===== src/rtl/core_byte_memory_bridge_if.sv =====
// Bus bundle between the rv32i core's word memory port, the bridge and the
// byte-wide synchronous memory. The bridge takes the slave view; the core and
// byte memory together take the master view.
interface core_byte_memory_bridge_if;
   logic [31:0] core_addr;
   logic [31:0] core_wr_data;
   logic        core_wr_ena;
   logic [31:0] core_rd_data;
   logic        core_ena;
   logic [31:0] byte_addr;
   logic [7:0]  byte_wr_data;
   logic        byte_wr_ena;
   logic [7:0]  byte_rd_data;

   modport slave (
      input  core_addr, core_wr_data, core_wr_ena, byte_rd_data,
      output core_rd_data, core_ena, byte_addr, byte_wr_data, byte_wr_ena
   );

   modport master (
      output core_addr, core_wr_data, core_wr_ena, byte_rd_data,
      input  core_rd_data, core_ena, byte_addr, byte_wr_data, byte_wr_ena
   );
endinterface


===== src/rtl/core_byte_memory_bridge.sv =====
// Splits each 32-bit core access into four byte operations on a byte-wide
// memory with one-cycle read latency, stalling the core through core_ena.
// An optional one-word reuse register lets a repeated read of the last word
// complete without touching the byte memory.
module core_byte_memory_bridge #(
   parameter bit HIT_REUSE = 1'b1
) (
   input  logic clk,
   input  logic rst,
   core_byte_memory_bridge_if.slave bus
);

   localparam logic [2:0] S_CAPTURE = 3'd0;
   localparam logic [2:0] S_RD      = 3'd1;
   localparam logic [2:0] S_RD_LAST = 3'd2;
   localparam logic [2:0] S_WR      = 3'd3;
   localparam logic [2:0] S_RELEASE = 3'd4;

   // control state (reset)
   logic [2:0]  r_state;
   logic [1:0]  r_k;
   logic        r_reuse_valid;
   logic [31:0] r_core_rd_data;
   logic        r_core_ena;
   logic [31:0] r_byte_addr;
   logic [7:0]  r_byte_wr_data;
   logic        r_byte_wr_ena;

   // datapath state (no reset)
   logic [29:0] r_base_hi;
   logic [31:0] r_wr_data;
   logic [23:0] r_lanes;
   logic [29:0] r_reuse_tag;
   logic [31:0] r_reuse_word;

   logic [1:0]  w_k_next;
   logic [31:0] w_next_addr;
   logic [31:0] w_rd_word;
   logic        w_hit;
   logic [7:0]  w_wr_byte;
   logic [1:0]  w_unused_addr_lsbs;

   // Low address bits are dropped silently: every access is word aligned.
   assign w_unused_addr_lsbs = bus.core_addr[1:0];

   // The byte index lives in the two low bits, so base+k never carries into
   // the upper address bits (0xFFFFFFFC stays within FC..FF).
   assign w_k_next    = r_k + 2'd1;
   assign w_next_addr = {r_base_hi, w_k_next};
   assign w_rd_word   = {bus.byte_rd_data, r_lanes};
   assign w_hit       = HIT_REUSE && r_reuse_valid &&
                        (bus.core_addr[31:2] == r_reuse_tag);

   // Select the next store byte for lane k+1.
   always_comb begin
      // NOTE: default assignment first so no path leaves w_wr_byte unassigned,
      // which would otherwise infer a latch.
      w_wr_byte = r_wr_data[7:0];
      case (w_k_next)
         2'd1:    w_wr_byte = r_wr_data[15:8];
         2'd2:    w_wr_byte = r_wr_data[23:16];
         2'd3:    w_wr_byte = r_wr_data[31:24];
         default: w_wr_byte = r_wr_data[7:0];
      endcase
   end

   // Sequencer: byte addressing, write strobes, core release and reuse valid.
   // NOTE: all state uses non-blocking assignments so every flop samples the
   // pre-edge values of the others, independent of statement order.
   always_ff @(posedge clk or posedge rst) begin
      if (rst) begin
         r_state        <= S_CAPTURE;
         r_k            <= 2'd0;
         r_reuse_valid  <= 1'b0;
         r_core_rd_data <= 32'd0;
         r_core_ena     <= 1'b0;
         r_byte_addr    <= 32'd0;
         r_byte_wr_data <= 8'd0;
         r_byte_wr_ena  <= 1'b0;
      end else begin
         case (r_state)
            S_CAPTURE: begin
               r_core_ena    <= 1'b0;
               r_byte_wr_ena <= 1'b0;
               r_k           <= 2'd0;
               if (bus.core_wr_ena) begin
                  r_state        <= S_WR;
                  r_byte_addr    <= {bus.core_addr[31:2], 2'b00};
                  r_byte_wr_data <= bus.core_wr_data[7:0];
                  r_byte_wr_ena  <= 1'b1;
               end else if (w_hit) begin
                  r_state        <= S_RELEASE;
                  r_core_rd_data <= r_reuse_word;
                  r_core_ena     <= 1'b1;
               end else begin
                  r_state     <= S_RD;
                  r_byte_addr <= {bus.core_addr[31:2], 2'b00};
               end
            end
            S_RD: begin
               if (r_k != 2'd3) begin
                  r_byte_addr <= w_next_addr;
                  r_k         <= w_k_next;
               end else begin
                  r_state <= S_RD_LAST;
               end
            end
            S_RD_LAST: begin
               r_core_rd_data <= w_rd_word;
               r_core_ena     <= 1'b1;
               r_reuse_valid  <= 1'b1;
               r_state        <= S_RELEASE;
            end
            S_WR: begin
               if (r_k != 2'd3) begin
                  r_byte_addr    <= w_next_addr;
                  r_byte_wr_data <= w_wr_byte;
                  r_k            <= w_k_next;
               end else begin
                  r_byte_wr_ena  <= 1'b0;
                  r_core_rd_data <= r_wr_data;
                  r_core_ena     <= 1'b1;
                  r_reuse_valid  <= 1'b1;
                  r_state        <= S_RELEASE;
               end
            end
            S_RELEASE: begin
               r_core_ena    <= 1'b0;
               r_byte_wr_ena <= 1'b0;
               r_k           <= 2'd0;
               r_state       <= S_CAPTURE;
            end
            default: begin
               r_state <= S_CAPTURE;
            end
         endcase
      end
   end

   // Word datapath: captured request, read lanes and the reuse word/tag.
   // NOTE: these registers carry no reset; every read of them is qualified by
   // the sequencer state or by r_reuse_valid, so their power-up value is never
   // observed.
   always_ff @(posedge clk) begin
      case (r_state)
         S_CAPTURE: begin
            r_base_hi <= bus.core_addr[31:2];
            r_wr_data <= bus.core_wr_data;
         end
         S_RD: begin
            case (r_k)
               2'd1:    r_lanes[7:0]   <= bus.byte_rd_data;
               2'd2:    r_lanes[15:8]  <= bus.byte_rd_data;
               2'd3:    r_lanes[23:16] <= bus.byte_rd_data;
               default: ;
            endcase
         end
         S_RD_LAST: begin
            r_reuse_word <= w_rd_word;
            r_reuse_tag  <= r_base_hi;
         end
         S_WR: begin
            if (r_k == 2'd3) begin
               r_reuse_word <= r_wr_data;
               r_reuse_tag  <= r_base_hi;
            end
         end
         default: ;
      endcase
   end

   assign bus.core_rd_data = r_core_rd_data;
   assign bus.core_ena     = r_core_ena;
   assign bus.byte_addr    = r_byte_addr;
   assign bus.byte_wr_data = r_byte_wr_data;
   assign bus.byte_wr_ena  = r_byte_wr_ena;

endmodule


===== src/flat_wrapper.sv =====
// flat-port wrapper written by rule: the top's interface ports become plain ports
module core_byte_memory_bridge_flat 
#(
   parameter bit HIT_REUSE = 1'b1
)
  (clk, rst, bus_core_addr, bus_core_wr_data, bus_core_wr_ena, bus_byte_rd_data, bus_core_rd_data, bus_core_ena, bus_byte_addr, bus_byte_wr_data, bus_byte_wr_ena);
  core_byte_memory_bridge_if bus_i ();
  input  logic clk;
  input  logic rst;
  input wire logic [$bits(bus_i.core_addr)-1:0] bus_core_addr;
  input wire logic [$bits(bus_i.core_wr_data)-1:0] bus_core_wr_data;
  input wire logic [$bits(bus_i.core_wr_ena)-1:0] bus_core_wr_ena;
  input wire logic [$bits(bus_i.byte_rd_data)-1:0] bus_byte_rd_data;
  output wire logic [$bits(bus_i.core_rd_data)-1:0] bus_core_rd_data;
  output wire logic [$bits(bus_i.core_ena)-1:0] bus_core_ena;
  output wire logic [$bits(bus_i.byte_addr)-1:0] bus_byte_addr;
  output wire logic [$bits(bus_i.byte_wr_data)-1:0] bus_byte_wr_data;
  output wire logic [$bits(bus_i.byte_wr_ena)-1:0] bus_byte_wr_ena;
  assign bus_i.core_addr = bus_core_addr;
  assign bus_i.core_wr_data = bus_core_wr_data;
  assign bus_i.core_wr_ena = bus_core_wr_ena;
  assign bus_i.byte_rd_data = bus_byte_rd_data;
  assign bus_core_rd_data = bus_i.core_rd_data;
  assign bus_core_ena = bus_i.core_ena;
  assign bus_byte_addr = bus_i.byte_addr;
  assign bus_byte_wr_data = bus_i.byte_wr_data;
  assign bus_byte_wr_ena = bus_i.byte_wr_ena;
  core_byte_memory_bridge #(.HIT_REUSE(HIT_REUSE)) u_core (.clk(clk), .rst(rst), .bus(bus_i));
endmodule

===== config.mk =====
export PLATFORM = sky130hd
export DESIGN_NAME = core_byte_memory_bridge_flat
export DESIGN_NICKNAME = d
export VERILOG_FILES = /design/src/rtl/core_byte_memory_bridge_if.sv /design/src/rtl/core_byte_memory_bridge.sv /design/src/flat_wrapper.sv
export SDC_FILE = /design/constraint.sdc
export NUM_CORES = 1
export LEC_CHECK = 0
export BUFFER_PORTS_ARGS = -buffer_cell sky130_fd_sc_hd__clkbuf_2
export CORE_MARGIN = 4
export CORE_UTILIZATION = 51
export DETAILED_ROUTE_END_ITERATION = 10
export PLACE_DENSITY = 0.76
export SLEW_MARGIN = 20
export SYNTH_ARGS = -nofsm -noshare
export SYNTH_HDL_FRONTEND = slang
export SYNTH_SLANG_ARGS = --single-unit
export TNS_END_PERCENT = 1

===== constraint.sdc =====
create_clock -name clk -period 6 [get_ports clk]
set_input_delay 0 -clock clk [delete_from_list [all_inputs] [get_ports clk]]
set_output_delay 0 -clock clk [all_outputs]
set_load 0.01 [all_outputs]

==> metrics.yaml <==
floorplan:
  dieArea_um2: 21000
  dieWidth_um: 145
  die_h_um: 145
  start_util_pct: 52.4
  num_rows: 49
  core_um2: 18200
  io_pins: 149
critical_path:
  crit_chain: "buf_4, nor3_4, buf_4, a221oi_4, buf_4, mux2_2"
  crit_fanout: 64
  required_ns: 6.39
  r2r_start: "u_core.r_state[0]"
  r2r_end: "u_core.bus.core_rd_data[7]"
  worst-path-stages: 6
  worst-path-buf-inv: 3
  rr_worst_depth: 6
  worstSetupPathType: "reg -> reg"
  cp-end-kind: "flip-flop"
  cp-start-kind: "flip-flop"
  arrival_ns: 3.24
  path_delay_family: "buffers and inverters"
  reg2reg_slack_ns: 3.15
  crit_top_cell: "buf_4"
  cp_slowest_cell: "buf_4"
  cp_slowest_stage_delay_ns: 0.56
layout:
  final_common_cell: "edfxtp_1"
  area_growth_pct: 26.9
  ff_latch_area_um2: 6450
  diodes: 0
  drive_above_1_share_pct: 29.5
  multi_input_area_um2: 2940
  nets: 984
  fillers: 1302
  layout_common_cells: "edfxtp_1, clkbuf_2, nand2_1"
timing:
  setup_viol: 0
  fin_ws_ns: 3.15
  hold_viol: 0
  tightest_slew_ns: 0.929
  max_slew_margin_pct: 38.1
  fin_worst_skew_ns: 0.0111
  fin_crit_ns: 2.85
  max_freq_mhz: 350
  finalCritPeriodShare_pct: 47.6
  slew_viol_final: 0
  rsz0062_at_grt: "no"
  setup_tns_ns: 0
pwr:
  p_switching_mw: 2.26
  p_per_area_nw_per_um2: 543
  netSwitchingFraction_pct: 34.3
  clkPwrFrac_pct: 23.8
  irDropWorstVdd_uv: 341
  power_frac_comb_pct: 35.9
  seqPwrFrac_pct: 40.3
  internal_power_mw: 4.32
  leakagePower_nw: 5.04
detailed_routing:
  vias: 6241
  vias_per_cell: 5.42
  drc: 0
  wl_per_cell_um: 19.7
  ant_nets: 0
  dr.pass1.iters: 4
  finalWirelength_um: 22600
  drt_iter0_drc: 447
min_path:
  hold_path_class: "in -> reg"
  hold_path_depth: 2
  min-delay-start: "bus_core_wr_data[17]"
  hold_path_end: "u_core.r_wr_data[17]"
clocking:
  cts_root_buf: "clkbuf_16"
  cts_resized: 0
  cts-buffers-inserted: 24
  htreeDepth: 1
  insertion_delay_ns: 0.51
  cts_max_path_buffers: 3
  cts_tree: "built"
  path_clk_slew_ns: 0.06
  clock-sinks: 228
placed_design:
  hpwl_um: 13900
  place_congestion: 0.813
  place.port_buffers: 146
  dp_slack_ns: 2.95
logic_synthesis:
  synth_cell_types: 33
  avgSynthCellArea_um2: 13.9
  synth_nets: 767
  synth-seq-area-share_pct: 67.5
  synth_area_um2: 9550
  syn_inst: 688
  synth_warnings: 0
  ys_ff_latch: 228
global_routing:
  antenna_found_initial: 0
  grt_max_degree: 81
  grt_pass1_wl_um: 35200
  grt_pass1_vias: 6506
  gr-total-overflow: 0
  grt.total_usage_pct: 21.7
outcome:
  outcome: "finished, final reports clean"
job:
  max-cap-violations: 0
-- synth_stat cells --
cell type	number	area (µm²)
nand3b_1	1	7.51
nor2b_1	1	6.26
and2_1	1	6.26
buf_6	3	33.8
a21o_1	1	7.51
clkbuf_1	26	97.6
mux2i_1	32	320
buf_1	2	7.51
a22o_1	3	26.3
a31oi_1	1	6.26
nor3_1	2	10.0
nand2_1	124	465
nand4_1	7	43.8
nor4_2	2	25.0
a222oi_1	8	80.1
nand2b_1	2	12.5
and3_1	2	12.5
buf_2	7	35.0
xnor2_1	31	272
nand3_1	2	10.0
dfrtp_1	80	2000
edfxtp_1	148	4440
inv_1	7	26.3
a221oi_4	1	26.3
ha_1	4	50.1
or2_2	2	12.5
nor2_1	29	109
mux2_2	65	732
a21oi_1	27	135
mux2_1	29	327
o21ai_0	36	180
a21oi_2	1	8.76
o21a_1	1	7.51
-- area by class of cell --
cell class	instances	area share, %
clock inverters	13	1.39
well taps	229	2.36
inverters	7	0.227
multi-input cells	415	24.3
repair buffers	229	13.0
clock buffers	31	5.51
flip-flops and latches	228	53.2
-- stage by stage --
| step | power (mW) | util, % | cells | cell area, µm² | hold WS, ns |
|---|---|---|---|---|---|
| global route | 6.96 | 66.5 | 1152 | 12100 | 0.199 |
| detailed placement | 4.96 | 57.8 | 1035 | 10500 | 0.179 |
| CTS | 6.59 | 66.3 | 1151 | 12100 | 0.190 |
| finish | 6.58 | 66.5 | 1152 | 12100 | 0.204 |
| floorplan | 4.19 | - | 688 | 9550 | 0.0989 |
| global placement | 4.87 | 57.6 | 1034 | 10500 | 0.179 |
-- sequential cells by signal, summed over array words and instances (netlist names), 2 cells and up --
| signal | cells |
|---|---|
| u_core.r_base_hi | 30 |
| u_core.r_reuse_tag | 30 |
| u_core.r_lanes | 24 |
| u_core.bus.byte_wr_data | 8 |
| u_core.bus.core_rd_data | 32 |
| u_core.r_k | 2 |
| u_core.r_wr_data | 32 |
| u_core.bus.byte_addr | 32 |
| u_core.r_reuse_word | 32 |
| u_core.r_state | 3 |
-- power groups by stage --
stage          Combinational [mW]  Clock, mW  Sequential, mW
6_report                     2.36       1.56            2.65
5_1_grt                      2.60       1.65            2.71
4_1_cts                      2.35       1.59            2.65
3_5_place_dp                 2.30          0            2.67
3_3_place_gp                 2.22          0            2.65
2_1_floorplan                1.47          0            2.72
-- layer usage --
metal	vias up	wire length, µm	global-route usage [%]
met5	-	0	0
met4	0	650	6.43
met3	43	1490	4.86
met2	202	11200	37.3
met1	3088	9290	27.6
li1	2908	-	-
-- kinds of logic (layout without fill, tap and decap cells) --
family	after synthesis	in the layout	synth area share, %
flip-flops	228	228	67.5
AO/OA/AOI/OAI	79	79	5.01
multiplexers	126	126	14.4
AND/OR/NAND/NOR	175	175	7.55
buffers and inverters	45	280	2.10
XOR/XNOR	31	31	2.84
adder cells (fa/ha/maj)	4	4	0.524
-- timing repair --
action | CTS | global route
setup buffers | 0 | 0
endpoints found under the hold margin | 214 | 0
endpoints found under the setup margin | 0 | 0
hold buffers | 72 | 0
-- worst reg2reg max path, cell delays in order, from the launching register on --
cell      delay [ns]
dfrtp_2         0.34
buf_4           0.56
nor3_4          0.13
buf_4           0.45
a221oi_4        0.37
buf_4           0.46
mux2_2          0.41
-- how the worst max path moves through the flow --
stage                                      end         startpoint  slack (ns)
global placement        u_core.r_reuse_tag[23]  u_core.r_state[2]        2.60
floorplan                u_core.r_reuse_tag[0]  u_core.r_state[2]        1.36
CTS                   u_core.bus.byte_addr[30]  u_core.r_state[0]        2.93
finish              u_core.bus.core_rd_data[7]  u_core.r_state[0]        3.15
global route        u_core.bus.byte_wr_data[0]  u_core.r_state[0]        2.94
detailed placement    u_core.bus.byte_addr[20]  u_core.r_state[0]        2.95
(Power assumes the default switching activity.)
